--- src/rtl/pu_gin_int_ctrl.sv ---
// pu_gin_int_ctrl: external-interrupt controller for NUM_GIN general input pins.
// Each pin has a synchroniser and can be masked. It senses either edges or
// levels, with selectable polarity. Edge events latch into a pending register
// that is cleared by an ack or by a W1C write. The lowest-index active pin
// drives a registered request/ID pair toward the core.
module pu_gin_int_ctrl #(
    parameter  int NUM_GIN     = 8,
    parameter  int SYNC_STAGES = 2,
    localparam int ID_W        = (NUM_GIN > 1) ? $clog2(NUM_GIN) : 1
) (
    input  logic               clk,
    input  logic               reset,
    input  logic [NUM_GIN-1:0] gin,
    input  logic               cfg_we,
    input  logic [1:0]         cfg_addr,
    input  logic [31:0]        cfg_wdata,
    output logic [31:0]        cfg_rdata,
    output logic               ext_input,
    output logic [ID_W-1:0]    int_id,
    input  logic               int_ack
);

    // Lowest set bit wins; returns 0 for an empty vector (caller guards that case).
    function automatic logic [ID_W-1:0] lowest_idx(input logic [NUM_GIN-1:0] v);
        logic [ID_W-1:0] idx;
        idx = '0;
        for (int i = NUM_GIN - 1; i >= 0; i--) begin
            if (v[i]) begin
                idx = ID_W'(i);
            end else begin
                idx = idx;
            end
        end
        return idx;
    endfunction

    logic [NUM_GIN-1:0] sync_q [SYNC_STAGES];
    logic [NUM_GIN-1:0] prev_q;
    logic [NUM_GIN-1:0] mask_q, trig_q, lvl_q, pend_q;
    logic [NUM_GIN-1:0] mask_d, trig_d, lvl_d, pend_d;
    logic               ext_q, ext_d;
    logic [ID_W-1:0]    id_q, id_d;
    logic               ack_blk_q;

    logic [NUM_GIN-1:0] s_s, evt_s, act_s, ack_vec_s, wdata_s;
    logic               wr_mask_s, wr_trig_s, wr_lvl_s, wr_pend_s;
    logic               ack_ok_s;
    logic               unused_wdata_s;

    assign s_s            = sync_q[SYNC_STAGES-1];
    assign wdata_s        = cfg_wdata[NUM_GIN-1:0];
    assign unused_wdata_s = ^cfg_wdata;
    assign wr_mask_s      = cfg_we && (cfg_addr == 2'd0);
    assign wr_trig_s      = cfg_we && (cfg_addr == 2'd1);
    assign wr_lvl_s       = cfg_we && (cfg_addr == 2'd2);
    assign wr_pend_s      = cfg_we && (cfg_addr == 2'd3);

    // An ack only counts while a request is up. The cycle right after an
    // accepted ack is blocked so the core cannot claim a stale ID twice.
    assign ack_ok_s = int_ack && ext_q && !ack_blk_q;

    // Edge detection works on the raw synchronised pair. Changing the polarity
    // only picks which transition counts, so it can never fabricate an event.
    assign evt_s = (trig_q & ~s_s & prev_q) | (~trig_q & s_s & ~prev_q);

    // Input synchroniser chain plus the one-cycle-delayed copy for edge detection.
    always_ff @(posedge clk) begin
        if (reset) begin
            for (int k = 0; k < SYNC_STAGES; k++) begin
                sync_q[k] <= '0;
            end
            prev_q <= '0;
        end else begin
            sync_q[0] <= gin;
            for (int k = 1; k < SYNC_STAGES; k++) begin
                sync_q[k] <= sync_q[k-1];
            end
            prev_q <= s_s;
        end
    end

    // One-hot of the pin being claimed by an accepted ack.
    always_comb begin
        ack_vec_s = '0;
        for (int i = 0; i < NUM_GIN; i++) begin
            if (ack_ok_s && (id_q == ID_W'(i))) begin
                ack_vec_s[i] = 1'b1;
            end else begin
                ack_vec_s[i] = 1'b0;
            end
        end
    end

    // Configuration register next-state: plain overwrite on a matching write.
    always_comb begin
        mask_d = mask_q;
        trig_d = trig_q;
        lvl_d  = lvl_q;
        if (wr_mask_s) begin
            mask_d = wdata_s;
        end else begin
            mask_d = mask_q;
        end
        if (wr_trig_s) begin
            trig_d = wdata_s;
        end else begin
            trig_d = trig_q;
        end
        if (wr_lvl_s) begin
            lvl_d = wdata_s;
        end else begin
            lvl_d = lvl_q;
        end
    end

    // Pending next-state. Level pins track the input every cycle. Edge pins
    // latch, and a new event beats a same-cycle ack or W1C so no edge is lost.
    always_comb begin
        pend_d = pend_q;
        for (int i = 0; i < NUM_GIN; i++) begin
            if (lvl_q[i]) begin
                if (wr_lvl_s && !wdata_s[i]) begin
                    pend_d[i] = 1'b0;
                end else begin
                    pend_d[i] = s_s[i] ^ trig_q[i];
                end
            end else begin
                if (evt_s[i]) begin
                    pend_d[i] = 1'b1;
                end else if (ack_vec_s[i] || (wr_pend_s && wdata_s[i])) begin
                    pend_d[i] = 1'b0;
                end else begin
                    pend_d[i] = pend_q[i];
                end
            end
        end
    end

    // Arbitration. The edge pin being acked drops out right away, so the
    // request and ID show the next winner in the cycle after the ack.
    always_comb begin
        act_s = pend_q & mask_q & ~(ack_vec_s & ~lvl_q);
        ext_d = |act_s;
        if (|act_s) begin
            id_d = lowest_idx(act_s);
        end else begin
            id_d = id_q;
        end
    end

    // State and output registers.
    always_ff @(posedge clk) begin
        if (reset) begin
            mask_q    <= '0;
            trig_q    <= '0;
            lvl_q     <= '0;
            pend_q    <= '0;
            ext_q     <= 1'b0;
            id_q      <= '0;
            ack_blk_q <= 1'b0;
        end else begin
            mask_q    <= mask_d;
            trig_q    <= trig_d;
            lvl_q     <= lvl_d;
            pend_q    <= pend_d;
            ext_q     <= ext_d;
            id_q      <= id_d;
            ack_blk_q <= ack_ok_s;
        end
    end

    // Combinational register read-back, zero-extended to 32 bits.
    always_comb begin
        cfg_rdata = 32'd0;
        case (cfg_addr)
            2'd0:    cfg_rdata[NUM_GIN-1:0] = mask_q;
            2'd1:    cfg_rdata[NUM_GIN-1:0] = trig_q;
            2'd2:    cfg_rdata[NUM_GIN-1:0] = lvl_q;
            2'd3:    cfg_rdata[NUM_GIN-1:0] = pend_q;
            default: cfg_rdata = 32'd0;
        endcase
    end

    assign ext_input = ext_q;
    assign int_id    = id_q;

endmodule

--- config.mk ---
export PLATFORM = sky130hd
export DESIGN_NAME = pu_gin_int_ctrl
export DESIGN_NICKNAME = d
export VERILOG_FILES = /design/src/rtl/pu_gin_int_ctrl.sv
export SDC_FILE = /design/constraint.sdc
export NUM_CORES = 1
export LEC_CHECK = 0
export CORE_MARGIN = 1
export CORE_UTILIZATION = 35
export DETAILED_ROUTE_END_ITERATION = 10
export PLACE_DENSITY_LB_ADDON = 0.1
export SYNTH_ARGS = -nofsm -noshare
export SYNTH_HDL_FRONTEND = slang
export SYNTH_SLANG_ARGS = --single-unit
--- constraint.sdc ---
create_clock -name clk -period 4.7 [get_ports clk]
set_clock_uncertainty 0.2 [all_clocks]
set_input_delay 0.705 -clock clk [delete_from_list [all_inputs] [get_ports clk]]
set_output_delay 0.705 -clock clk [all_outputs]
set_load 0.01 [all_outputs]
==> out/qor.yml, run 1 <==
status:
  status: "finished clean"
yosys:
  synth-compound-area-share_pct: 14.15
  dominantRegCellSynth: "dfxtp_1"
  yosysTopAreaCellShare_pct: 40.97
  synth_area_leaders: "dfxtp_1, ha_1, buf_4"
  synth.most_common_cell: "dfxtp_1"
  synthAdderAreaFrac_pct: 6.717
  yosysTopAreaCell: "dfxtp_1"
  synth_cells: 312
  yosysSeqAreaShare_pct: 40.97
  syn_avg_cell_area_sq_um: 9.552
  postSynth.asyncResetShare_pct: 0
  synthXorXnorAreaFrac_pct: 0
  syn_area_sq_um: 2980
  synth_top_family_by_area: "simple AND/OR/NAND/NOR gates"
  synth_commonest_cells: "dfxtp_1, nand2_1, nor2_1"
  synthSimpleGateAreaFrac_pct: 16.41
  synth_edf_count: 0
  yosysWarnings: 0
  ys_ff_latch: 61
  synth_cell_type_count: 37
  synth_mux_area_share_pct: 11.42
setup_path:
  regToRegSetupSlack_ps: 2210
  timing.rr.end: "int_id[0]"
  cp_max_fo: 12
  crit_top_cell: "clkdlybuf4s50_1"
  end_kind: "output port"
  rr_worst_depth: 5
  critPathLaunchType: "input pin"
  crit_required_ps: 3800
  crit_path_top_delay_cell: "clkdlybuf4s50_1"
  path_cells: "clkdlybuf4s50_1 > mux4_2 > clkdlybuf4s50_1"
  reg2reg_from: "int_id[1]"
  worstSetupPathType: "input pin to output port"
  startpoint: "cfg_addr[1]"
  arrival_ps: 2780
  cp-endpoint: "cfg_rdata[5]"
  max_stage_delay_ps: 960
global_route:
  grt_max_degree: 32
  grt_pass1_vias: 2059
  antenna_found_initial: 0
  grt_pass1_wl_um: 10430
  grt_usage_pct: 15.73
  grt_overflow: 0
timing:
  setup_violations: 0
  relSlewSlack_pct: 49.08
  rsz0062_at_grt: "false"
  final-max-slew-violation-count: 0
  hold_violations: 0
  timing.fmax_mhz: 271.4
  timing.final.crit_share_pct: 78.38
  setup_tns_ps: 0
  tightest_slew_ps: 761.4
  fin_crit_ps: 3684
route:
  dr.pass1.iters: 4
  vias: 2205
  vias_per_cell: 4.878
  remaining_drc_errors: 0
  drt_iter0_markers: 63
  antenna_left: 0
  wl_per_cell_um: 13.92
  totalWireLength_um: 6293
clocking:
  clock_sinks: 61
  clk_pin_slew_ps: 60
  cts_hold_buf: 0
  cts_resized: 0
  numCtsBuffers: 9
  cts_buffer_depth: 2
  tritoncts: "yes"
  postCtsSetupRepairBufs: 0
  htree_levels: 3
  clk_latency_ps: 330
  root_buffer: "clkbuf_8"
power_and_ir_drop:
  powerDensity_nw_per_um2: 312.8
  internal-power_mw: 0.8180
  switching_share_pct: 24.63
  comb_power_share_pct: 11.0
  p_seq_share_pct: 51.1
  p_leak_nw: 1.358
  power_mw: 1.085
  peakVddDrop_mv: 0.1668
  power_frac_clock_pct: 37.9
  p_sw_mw: 0.2673
die:
  start_util_pct: 36.27
  die_width_um: 94.28
  ios: 82
  die-area_sq_um: 8889
  coreArea_sq_um: 8217
  core.rowCount: 33
  die_y_um: 94.28
cells_and_area:
  area_delta_synth_final_pct: 16.41
  fillerInstances: 840
  final_net_count: 404
  n_antenna_cell: 0
  layout-drive-gt1-share_pct: 7.205
  multi_input_area_sq_um: 1541
  regArea_sq_um: 1221
  fin_util_pct: 42.23
placement:
  port_buffers: 33
  place_congestion: 0.7809
  hpwlAfterDp_um: 4215
job:
  cap_violations: 0
worst_hold_path:
  hp-class: "register to register"
==> critical path: cells and delay by family <==
family	cells	cell delay (ps)
buffers and inverters	2	1450
multiplexers	1	610
==> cells by family (layout without fill, tap and decap cells) <==
logic type	Yosys count	after routing
other	1	24
flip-flops	61	61
AO/OA/AOI/OAI	55	55
adder cells (fa/ha/maj)	16	16
buffers and inverters	56	68
multiplexers	24	24
AND/OR/NAND/NOR	99	99
==> cell usage in the layout (no fill, tap or decap), types with 2 or more instances in the layout <==
cell type / n
a211oi_1: 8
a21oi_1: 8
a221oi_1: 8
buf_4: 2
clkbuf_1: 4
clkbuf_8: 11
clkdlybuf4s50_1: 32
conb_1: 24
dfxtp_1: 61
ha_1: 16
inv_1: 17
mux2i_1: 16
mux4_2: 8
nand2_1: 31
nand2b_1: 3
nor2_1: 28
nor2b_1: 25
nor3_1: 2
o211ai_1: 8
o21bai_1: 8
o311a_1: 5
o311ai_1: 5
==> sequential cells by signal, summed over array words and instances (netlist names) <==
name / cells
pend_q: 8
ack_blk_q: 1
ext_input: 1
mask_q: 8
lvl_q: 8
sync_q: 16
trig_q: 8
int_id: 3
prev_q: 8
==> stage by stage <==
step	cells	cell area [sq um]	hold WS [ps]	worst slack [ps]
floorplan	335	3067	204.3	2061
global placement	436	3298	212.4	993.0
detailed placement	436	3298	220.4	1009
CTS	452	3470	236.2	999.7
global route	452	3470	246.0	921.5
finish	452	3470	233.4	1016
==> area by class of cell <==
type                    instances  share of cell area, %
multi-input cells             218                  44.43
flip-flops and latches         61                  35.20
repair buffers                 35                  9.809
clock buffers                  15                  4.796
well taps                     105                  3.787
inverters                      17                  1.839
clock inverters                 1                 0.1442
==> per-layer routing <==
metal,vias up,GRT usage [%],part of all wire (%)
li1,1096,-,-
met1,1038,20.50,49
met2,58,23.67,46
met3,13,3.155,3.4
met4,0,9.615,2.1
met5,-,0,0
==> worst min path at each step <==
stage	startpoint	cells past startpoint	slack, ps	endpoint
after CTS	sync_q[0][4]	1	240	sync_q[0][12]
final	ack_blk_q	1	230	ack_blk_q
after floorplan	ack_blk_q	1	200	ack_blk_q
after detailed placement	sync_q[0][4]	1	220	sync_q[0][12]
after global routing	ack_blk_q	1	250	ack_blk_q
after global placement	ack_blk_q	1	210	ack_blk_q
==> power by group through the flow <==
stage                     clock, mW  sequential (mW)  combinational (mW)
after floorplan                   0            0.562              0.0899
after global placement            0            0.565               0.120
after detailed placement          0            0.566               0.121
after CTS                     0.430            0.554               0.121
after global routing          0.449            0.557               0.135
final                         0.412            0.554               0.120
Note: power is estimated with default switching activity, not from simulation.
==> run 2, diff against run 1 <==
==> constraint.sdc (replaced) <==
create_clock -name clk -period 3.2 [get_ports clk]
set_clock_uncertainty 0.2 [all_clocks]
set_input_delay 0.48 -clock clk [delete_from_list [all_inputs] [get_ports clk]]
set_output_delay 0.48 -clock clk [all_outputs]
set_load 0.01 [all_outputs]
==> run 2 against run 1 <==
  * Flip-flop and latch count stayed put
  * First-iteration DRC count is 14% higher
  * Sequential share of layout area is 1.4 points lower
  * Design area is 4.1% higher
  * Clock power is 90% higher
  * Combinational power is 54% higher
  * Clock-buffer cell count is 3 lower
  * Utilization is 1.7 points higher
  * Critical path type unchanged
  * Register-to-register slack worse by 1300 ps
  * Setup slack worse by 670 ps
==> out/qor.yml, run 2 (synthesis gave the netlist of run 1 again) <==
cells_and_area:
  instances_no_fill: 462  # was 452
  regMostFlops: "sync_q"  # unchanged
  fin_util_pct: 43.95  # was 42.23%
  area_delta_synth_final_pct: 21.16  # was 16.41%
  largest_register_ffs: 16  # unchanged
  n_antenna_cell: 0  # unchanged
  final_net_count: 414  # was 404
  multi_input_area_sq_um: 1541  # unchanged
  final_common_cell: "dfxtp_1"  # unchanged
  fillerInstances: 825  # was 840
  layout_common_cells: "dfxtp_1, clkdlybuf4s50_1, nand2_1, nor2_1, nor2b_1"  # unchanged
  regArea_sq_um: 1221  # unchanged
  layout-drive-gt1-share_pct: 10.64  # was 7.205%
clocking:
  cts_resized: 0  # unchanged
  numCtsBuffers: 9  # unchanged
  clock_sinks: 61  # unchanged
  clk_pin_slew_ps: 70  # was 60 ps
  root_buffer: "clkbuf_8"  # unchanged
  postCtsSetupRepairBufs: 0  # unchanged
  cts_hold_buf: 0  # unchanged
  cts_buffer_depth: 2  # unchanged
  clk_latency_ps: 340  # was 330 ps
  tritoncts: "yes"  # unchanged
  htree_levels: 3  # unchanged
timing:
  rsz0062_at_grt: "false"  # unchanged
  final-max-slew-violation-count: 0  # unchanged
  timing.fmax_mhz: 350.4
  hold_violations: 0  # unchanged
  timing.final.crit_share_pct: 89.19
  relSlewSlack_pct: 53.54  # was 49.08%
  fin_crit_ps: 2854
  setup_violations: 0  # unchanged
  tightest_slew_ps: 696.8  # was 761.4 ps
  setup_tns_ps: 0  # unchanged
  setup_slack_ps: 345.9  # was 1016 ps
die:
  start_util_pct: 36.27  # unchanged
  die-area_sq_um: 8889  # unchanged
  die_width_um: 94.28  # unchanged
  ios: 82  # unchanged
  coreArea_sq_um: 8217  # unchanged
  core.rowCount: 33  # unchanged
  die_y_um: 94.28  # unchanged
setup_path:
  rr_worst_depth: 5  # unchanged
  cp_max_fo: 12  # unchanged
  arrival_ps: 2170  # was 2780 ps
  end_kind: "output port"  # unchanged
  critPathLaunchType: "input pin"  # unchanged
  path_cells: "clkdlybuf4s50_1 > buf_12 > mux4_2 > clkdlybuf4s50_1"  # was clkdlybuf4s50_1 > mux4_2 > clkdlybuf4s50_1
  crit_path_top_delay_cell: "mux4_2"  # was clkdlybuf4s50_1
  regToRegSetupSlack_ps: 920  # was 2210 ps
  timing.rr.end: "int_id[0]"  # unchanged
  worstSetupPathType: "input pin to output port"  # unchanged
  crit_required_ps: 2520  # was 3800 ps
  max_stage_delay_ps: 520  # was 960 ps
  reg2reg_from: "int_id[1]"  # unchanged
  crit_top_cell: "clkdlybuf4s50_1"  # unchanged
global_route:
  grt_pass1_vias: 2118  # was 2,059
  grt_max_degree: 37  # was 32
  antenna_found_initial: 0  # unchanged
  grt_pass1_wl_um: 10560  # was 10,430 um
  grt_usage_pct: 16.02  # was 15.73%
  grt_overflow: 0  # unchanged
placement:
  place_ws_ps: 320.8  # was 1009 ps
  dp_cells: 446  # was 436
  hpwlAfterDp_um: 4480  # was 4215 um
  place_congestion: 0.7494  # was 0.7809
  port_buffers: 33  # unchanged
worst_hold_path:
  hold_start: "sync_q[0][6]"  # was ack_blk_q
  hp-class: "register to register"  # unchanged
  worstHoldPathCells: 1  # unchanged
  hold_end: "sync_q[0][14]"  # was ack_blk_q
power_and_ir_drop:
  peakVddDrop_mv: 0.2319  # was 0.1668 mV
  p_leak_nw: 1.438  # was 1.358 nW
  powerDensity_nw_per_um2: 493.5  # was 312.8 nW/um^2
route:
  antenna_left: 0  # unchanged
  remaining_drc_errors: 0  # unchanged
  vias: 2265  # was 2,205
  wl_per_cell_um: 13.73  # was 13.92 um
  dr.pass1.iters: 4  # unchanged
  totalWireLength_um: 6342  # was 6293 um
  vias_per_cell: 4.903  # was 4.878
  drt_iter0_markers: 72  # was 63
status:
  status: "finished clean"  # unchanged
job:
  cap_violations: 0  # unchanged
## run 2: cell types whose count changed in the layout (fill, tap and decap cells not counted), sizes merged
cell	previous run	this run
bufinv	0	2
clkinv	1	2
buf	3	13
clkbuf	15	12
## run 2: routing by layer
layer / vias up / GRT usage [%] / wire length, um
li1: 1115 / - / -
met1: 1082 / 20.86 / 3092
met2: 55 / 24.70 / 2836
met3: 13 / 3.641 / 271
met4: 0 / 7.949 / 142
met5: - / 0 / 0
## run 2: how the worst max path moves through the flow
stage                start            to  slack (ps)
2_1_floorplan  cfg_addr[1]  cfg_rdata[0]        1010
5_1_grt        cfg_addr[1]  cfg_rdata[5]         310
3_3_place_gp       int_ack     int_id[0]         330
4_1_cts        cfg_addr[1]  cfg_rdata[5]         350
6_report       cfg_addr[1]  cfg_rdata[5]         350
3_5_place_dp       int_ack     int_id[0]         320
## run 2: where the power goes
part / switching, mW / internal [mW] / leakage (nW) / total (mW)
registers: 0.0224 / 0.791 / 0.499 / 0.813
logic: 0.0923 / 0.0928 / 0.823 / 0.185
clock network: 0.304 / 0.479 / 0.116 / 0.783
## run 2: area by class of cell
type	count	share of cell area [%]
inverters	17	1.767
clock buffers	12	4.297
clock inverters	4	1.940
repair buffers	45	11.85
multi-input cells	218	42.69
flip-flops and latches	61	33.82
well taps	105	3.638
## run 2: worst max-delay path, delay by kind of cell
| family | cells | cell delay [ps] |
|---|---|---|
| buf+inv | 3 | 1170 |
| mux | 1 | 520 |
## run 2: per-stage QoR
| step | hold WS [ps] | power, mW | instance area [sq um] |
|---|---|---|---|
| after floorplan | 204.3 | 0.9569 | 3067 |
| after global placement | 211.8 | 1.015 | 3386 |
| after detailed placement | 221.2 | 1.017 | 3386 |
| after CTS | 234.0 | 1.802 | 3611 |
| after global routing | 258.4 | 1.864 | 3611 |
| final | 232.0 | 1.782 | 3611 |
==> variant 1 (config.mk and constraints of run 2) <==
Change the parameter `NUM_GIN` from 8 to 4.
--- a/src/rtl/pu_gin_int_ctrl.sv
+++ b/src/rtl/pu_gin_int_ctrl.sv
@@ -6,3 +6,3 @@
 module pu_gin_int_ctrl #(
-    parameter  int NUM_GIN     = 8,
+    parameter  int NUM_GIN     = 4,
     parameter  int SYNC_STAGES = 2,
Interface: changed (resized gin and int_id); port bits go from 82 to 77. The function was not compared with the original's and may differ.
==> variant 1 against run 2 <==
The run now ends with DRC left; synthesized area decreased by 44%; final area decreased by 47%; largest power group unchanged; non-clock buffer count decreased by 22; worst setup slack got worse by 0.13 ns; power decreased by 53%; wire length decreased by 48%; sequential cell count decreased by 29.
==> variant 1: results (changes against run 2) <==
status: "complete, but fails checks"
violations: "DRC"
grt_usage_pct: 14.1  # -1.9 points
intPower_uw: 640  # -53%
io_buffers: 20  # -39%
cts_buffers: 5  # -4
grt_max_degree: 14  # -62%
wl_per_cell_um: 13.5  # -1.7%
min_to: "sync_q[0][5]"
syn_avg_cell_area_um2: 10.1  # +5.4%
grt_pass1_wl_mm: 5.28  # -50%
cts_max_level: 2  # -1
post-dp-hpwl_mm: 2.35  # -47%
cp_max_fo: 8  # -4
synth_top_cells_by_count: "dfxtp_1, buf_4, nor2_1"
clock_power_uw: 311  # -60%
ir_drop_v: 0.000251  # +8.2%
slew_headroom_pct: 62.4  # +8.9 points
nNetsFinal: 240  # -42%
drc: 6  # +6
via_per_inst: 4.92  # +0.39%
drt_iter0_drc: 80  # +11%
reg2regPathDepth: 4  # -1
clk_latency_ns: 0.28  # -0.06 ns
hp-start: "sync_q[0][1]"
vias: 1196  # -47%
gp_congestion: 0.753  # +0.48%
largest_reg_flops: 8  # -8
whs_ns: 0.234  # +0.00153 ns
fillers: 429  # -48%
dr.pass1.iters: 10  # +6
reg2reg_slack_ns: 1.56  # +0.64 ns
slowest_stage: "clkdlybuf4s50_1"
placed_area_mm2: 0.00183  # -46%
[variant 1: cell type report]
cell class	instances	area [µm²]	area share [%]
inverters	8	30.0	1.56
repair buffers	23	223	11.6
flip-flops and latches	32	641	33.4
clock buffers	8	90.1	4.69
multi-input cells	120	871	45.4
well taps	52	65.1	3.39
[variant 1: worst register-to-register path, cell delays in order, from the launching register on]
cell	delay, ns
dfxtp_1	0.50
nand2b_1	0.11
o311a_1	0.33
or2_2	0.32
a21boi_2	0.12
[variant 1: kinds of logic after synthesis]
kind of cell	after synthesis	share of synthesized area, %
AND/OR/NAND/NOR	44	14.9
buffers and inverters	41	15.6
flip-flops	32	38.3
AO/OA/AOI/OAI	22	11.0
multiplexers	18	13.9
adder cells (fa/ha/maj)	8	5.99
other	1	0.224
[variant 1: per-layer routing]
layer	wire, µm	GRT usage, %
met5	0	0
met2	1560	22.3
met1	1490	17.8
met3	187	5.13
met4	48	4.67
==> variant 2 (config.mk and constraints of run 2) <==
Made on the original files. Register the inputs `cfg_we`, `cfg_addr` and `cfg_wdata` before use, cleared by the reset. The logic sees them one clock later. The other inputs are not delayed to match.
--- a/src/rtl/pu_gin_int_ctrl.sv
+++ b/src/rtl/pu_gin_int_ctrl.sv
@@ -22,2 +22,18 @@
 
+    logic cfg_we_q;
+    logic [1:0] cfg_addr_q;
+    logic [31:0] cfg_wdata_q;
+
+    always_ff @(posedge clk) begin
+        if (reset) begin
+            cfg_we_q    <= '0;
+            cfg_addr_q  <= '0;
+            cfg_wdata_q <= '0;
+        end else begin
+            cfg_we_q    <= cfg_we;
+            cfg_addr_q  <= cfg_addr;
+            cfg_wdata_q <= cfg_wdata;
+        end
+    end
+
     // Lowest set bit wins; returns 0 for an empty vector (caller guards that case).
@@ -50,8 +66,8 @@
     assign s_s            = sync_q[SYNC_STAGES-1];
-    assign wdata_s        = cfg_wdata[NUM_GIN-1:0];
-    assign unused_wdata_s = ^cfg_wdata;
-    assign wr_mask_s      = cfg_we && (cfg_addr == 2'd0);
-    assign wr_trig_s      = cfg_we && (cfg_addr == 2'd1);
-    assign wr_lvl_s       = cfg_we && (cfg_addr == 2'd2);
-    assign wr_pend_s      = cfg_we && (cfg_addr == 2'd3);
+    assign wdata_s        = cfg_wdata_q[NUM_GIN-1:0];
+    assign unused_wdata_s = ^cfg_wdata_q;
+    assign wr_mask_s      = cfg_we_q && (cfg_addr_q == 2'd0);
+    assign wr_trig_s      = cfg_we_q && (cfg_addr_q == 2'd1);
+    assign wr_lvl_s       = cfg_we_q && (cfg_addr_q == 2'd2);
+    assign wr_pend_s      = cfg_we_q && (cfg_addr_q == 2'd3);
 
@@ -174,3 +190,3 @@
         cfg_rdata = 32'd0;
-        case (cfg_addr)
+        case (cfg_addr_q)
             2'd0:    cfg_rdata[NUM_GIN-1:0] = mask_q;
Check against the original RTL: not equivalent (Yosys sat finds a counterexample within 4 cycles, from zero or initial values and one cycle with reset high).
==> variant 2 against run 2 <==
Largest cell class unchanged; synthesized area increased by 9.5%; critical path depth decreased by 2; worst setup slack improved by 0.20 ns; sequential share of layout area increased by 4.3 points; utilization decreased by 1.4 points; wire length increased by 7.8%; sequential cell count increased by 11; power decreased by 4.8%; final area increased by 4.7%; synthesized cell count increased by 7.1%; combinational power decreased by 26%; register-to-register slack about the same; maximum frequency increased by 7.7%.
==> variant 2: results (changes against run 2) <==
ir_drop_v: 0.000187  # -19%
final_layout_size_suffix_gt1_share_pct: 8.60  # -2.0 points
via_per_inst: 4.90  # about the same
instances_no_fill: 480  # +3.9%
largest_reg_flops: 16  # unchanged
cp-startpoint: "cfg_addr_q[1]"
top_register: "sync_q"
gp_congestion: 0.823  # +9.8%
ys.warnings.count: 0  # unchanged
cts_buffers: 9  # unchanged
reg2regPathDepth: 5  # unchanged
post-dp-hpwl_mm: 4.34  # -3.0%
hp-start: "sync_q[0][2]"
worstMarginPinSlew_ns: 0.826  # +0.130 ns
dp_cells: 466  # +4.5%
crit_arrival_ns: 1.97  # -0.20 ns
post_cts_buffers: 0  # unchanged
synthMuxAreaShare_pct: 10.8  # -0.64 points
yosysSeqAreaShare_pct: 44.2  # +3.2 points
cp_max_fo: 12  # unchanged
fin_crit_ns: 2.65  # -0.203 ns
grt_pass1_wl_mm: 10.9  # +2.7%
yosys.cell_types.count: 40  # +8.1%
synth_compound_area_share_pct: 12.2  # -2.0 points
synthCells: 334  # +7.1%
grt_usage_pct: 14.8  # -1.2 points
crit_end: "cfg_rdata[4]"
cap_violations: 0  # unchanged
clk_pin_slew_worst_paths_ns: 0.07  # about the same
grt_max_degree: 73  # +97%
worstReg2RegEnd: "int_id[0]"
synthAdderAreaFrac_pct: 6.13  # -0.58 points
cts_max_level: 3  # unchanged
nNetsFinal: 431  # +4.1%
netlist_top_cells_area: "dfxtp_1, nor2b_1, ha_1, buf_4, mux4_2"
reg2reg_from: "int_id[0]"
switchingPower_uw: 404  # -3.6%
first_global_vias: 2016  # -4.8%
drt_iter0_drc: 127  # +76%
routed_wl_mm: 6.84  # +7.8%
status: "completed"
hold_path.class: "reg -> reg"
cts_buffer_depth: 2  # unchanged
async_flop_share_pct: 0  # unchanged
num_antenna_cells: 0  # unchanged
dr.pass1.iters: 4  # unchanged
antenna_found_initial: 0  # unchanged
clk_latency_ns: 0.34  # about the same
synth_top_cells_by_count: "dfxtp_1, nor2b_1, nand2_1"
synth_top_flop_cell: "dfxtp_1"
cts_resized: 0  # unchanged
leakagePower_nw: 1.45  # +0.83%
[variant 2: cell count changes in the layout (fill, tap and decap cells not counted), sizes merged, moves of 2 or more]
cell / delta
dfxtp: +11
buf: -4
bufinv: -2
nor2b: +9
o311a: -2
a31oi: +2
[variant 2: critical path, stage by stage, from the launching register on]
cell	delay, ns
dfxtp_1	0.71
mux4_2	0.42
clkdlybuf4s50_1	0.49
[variant 2: per-layer routing]
layer / global-route usage [%] / vias to the layer above / wire [µm]
met1: 21.2 / 1090 / 3450
met2: 21.1 / 72 / 2910
met4: 5.17 / 0 / 90
li1: - / 1179 / -
met3: 4.33 / 10 / 391
met5: 0 / - / 0
[variant 2: area by class of cell]
type	count	area, µm²
clock buffers	13	149
clock inverters	1	5.00
fillers	882	5110
inverters	16	60.1
multi-input cells	229	1610
flip-flops and latches	72	1440
well taps	108	135
repair buffers	41	385
[variant 2: per-stage QoR]
step	hold WS (ns)	total power [mW]	area [µm²]	setup WS, ns
after floorplan	0.204	1.08	3350	1.07
after global placement	0.217	1.11	3630	0.370
after detailed placement	0.222	1.11	3630	0.335
after CTS	0.239	1.72	3780	0.528
after global routing	0.252	1.78	3780	0.491
final	0.233	1.70	3780	0.549
[variant 2: power groups by stage]
stage               registers (mW)  logic (mW)  clock network [mW]
floorplan                    0.965       0.112                   0
global placement             0.975       0.136                   0
detailed placement           0.975       0.138                   0
CTS                          0.954       0.139               0.629
global route                 0.958       0.153               0.672
finish                       0.955       0.137               0.604
[variant 2: worst min path at each step]
stage,endpoint,slack [ns],cells past startpoint
detailed placement,sync_q[0][14],0.22,1
global route,ack_blk_q,0.25,1
floorplan,ack_blk_q,0.20,1
finish,sync_q[0][10],0.23,1
CTS,sync_q[0][14],0.24,1
global placement,sync_q[0][14],0.22,1
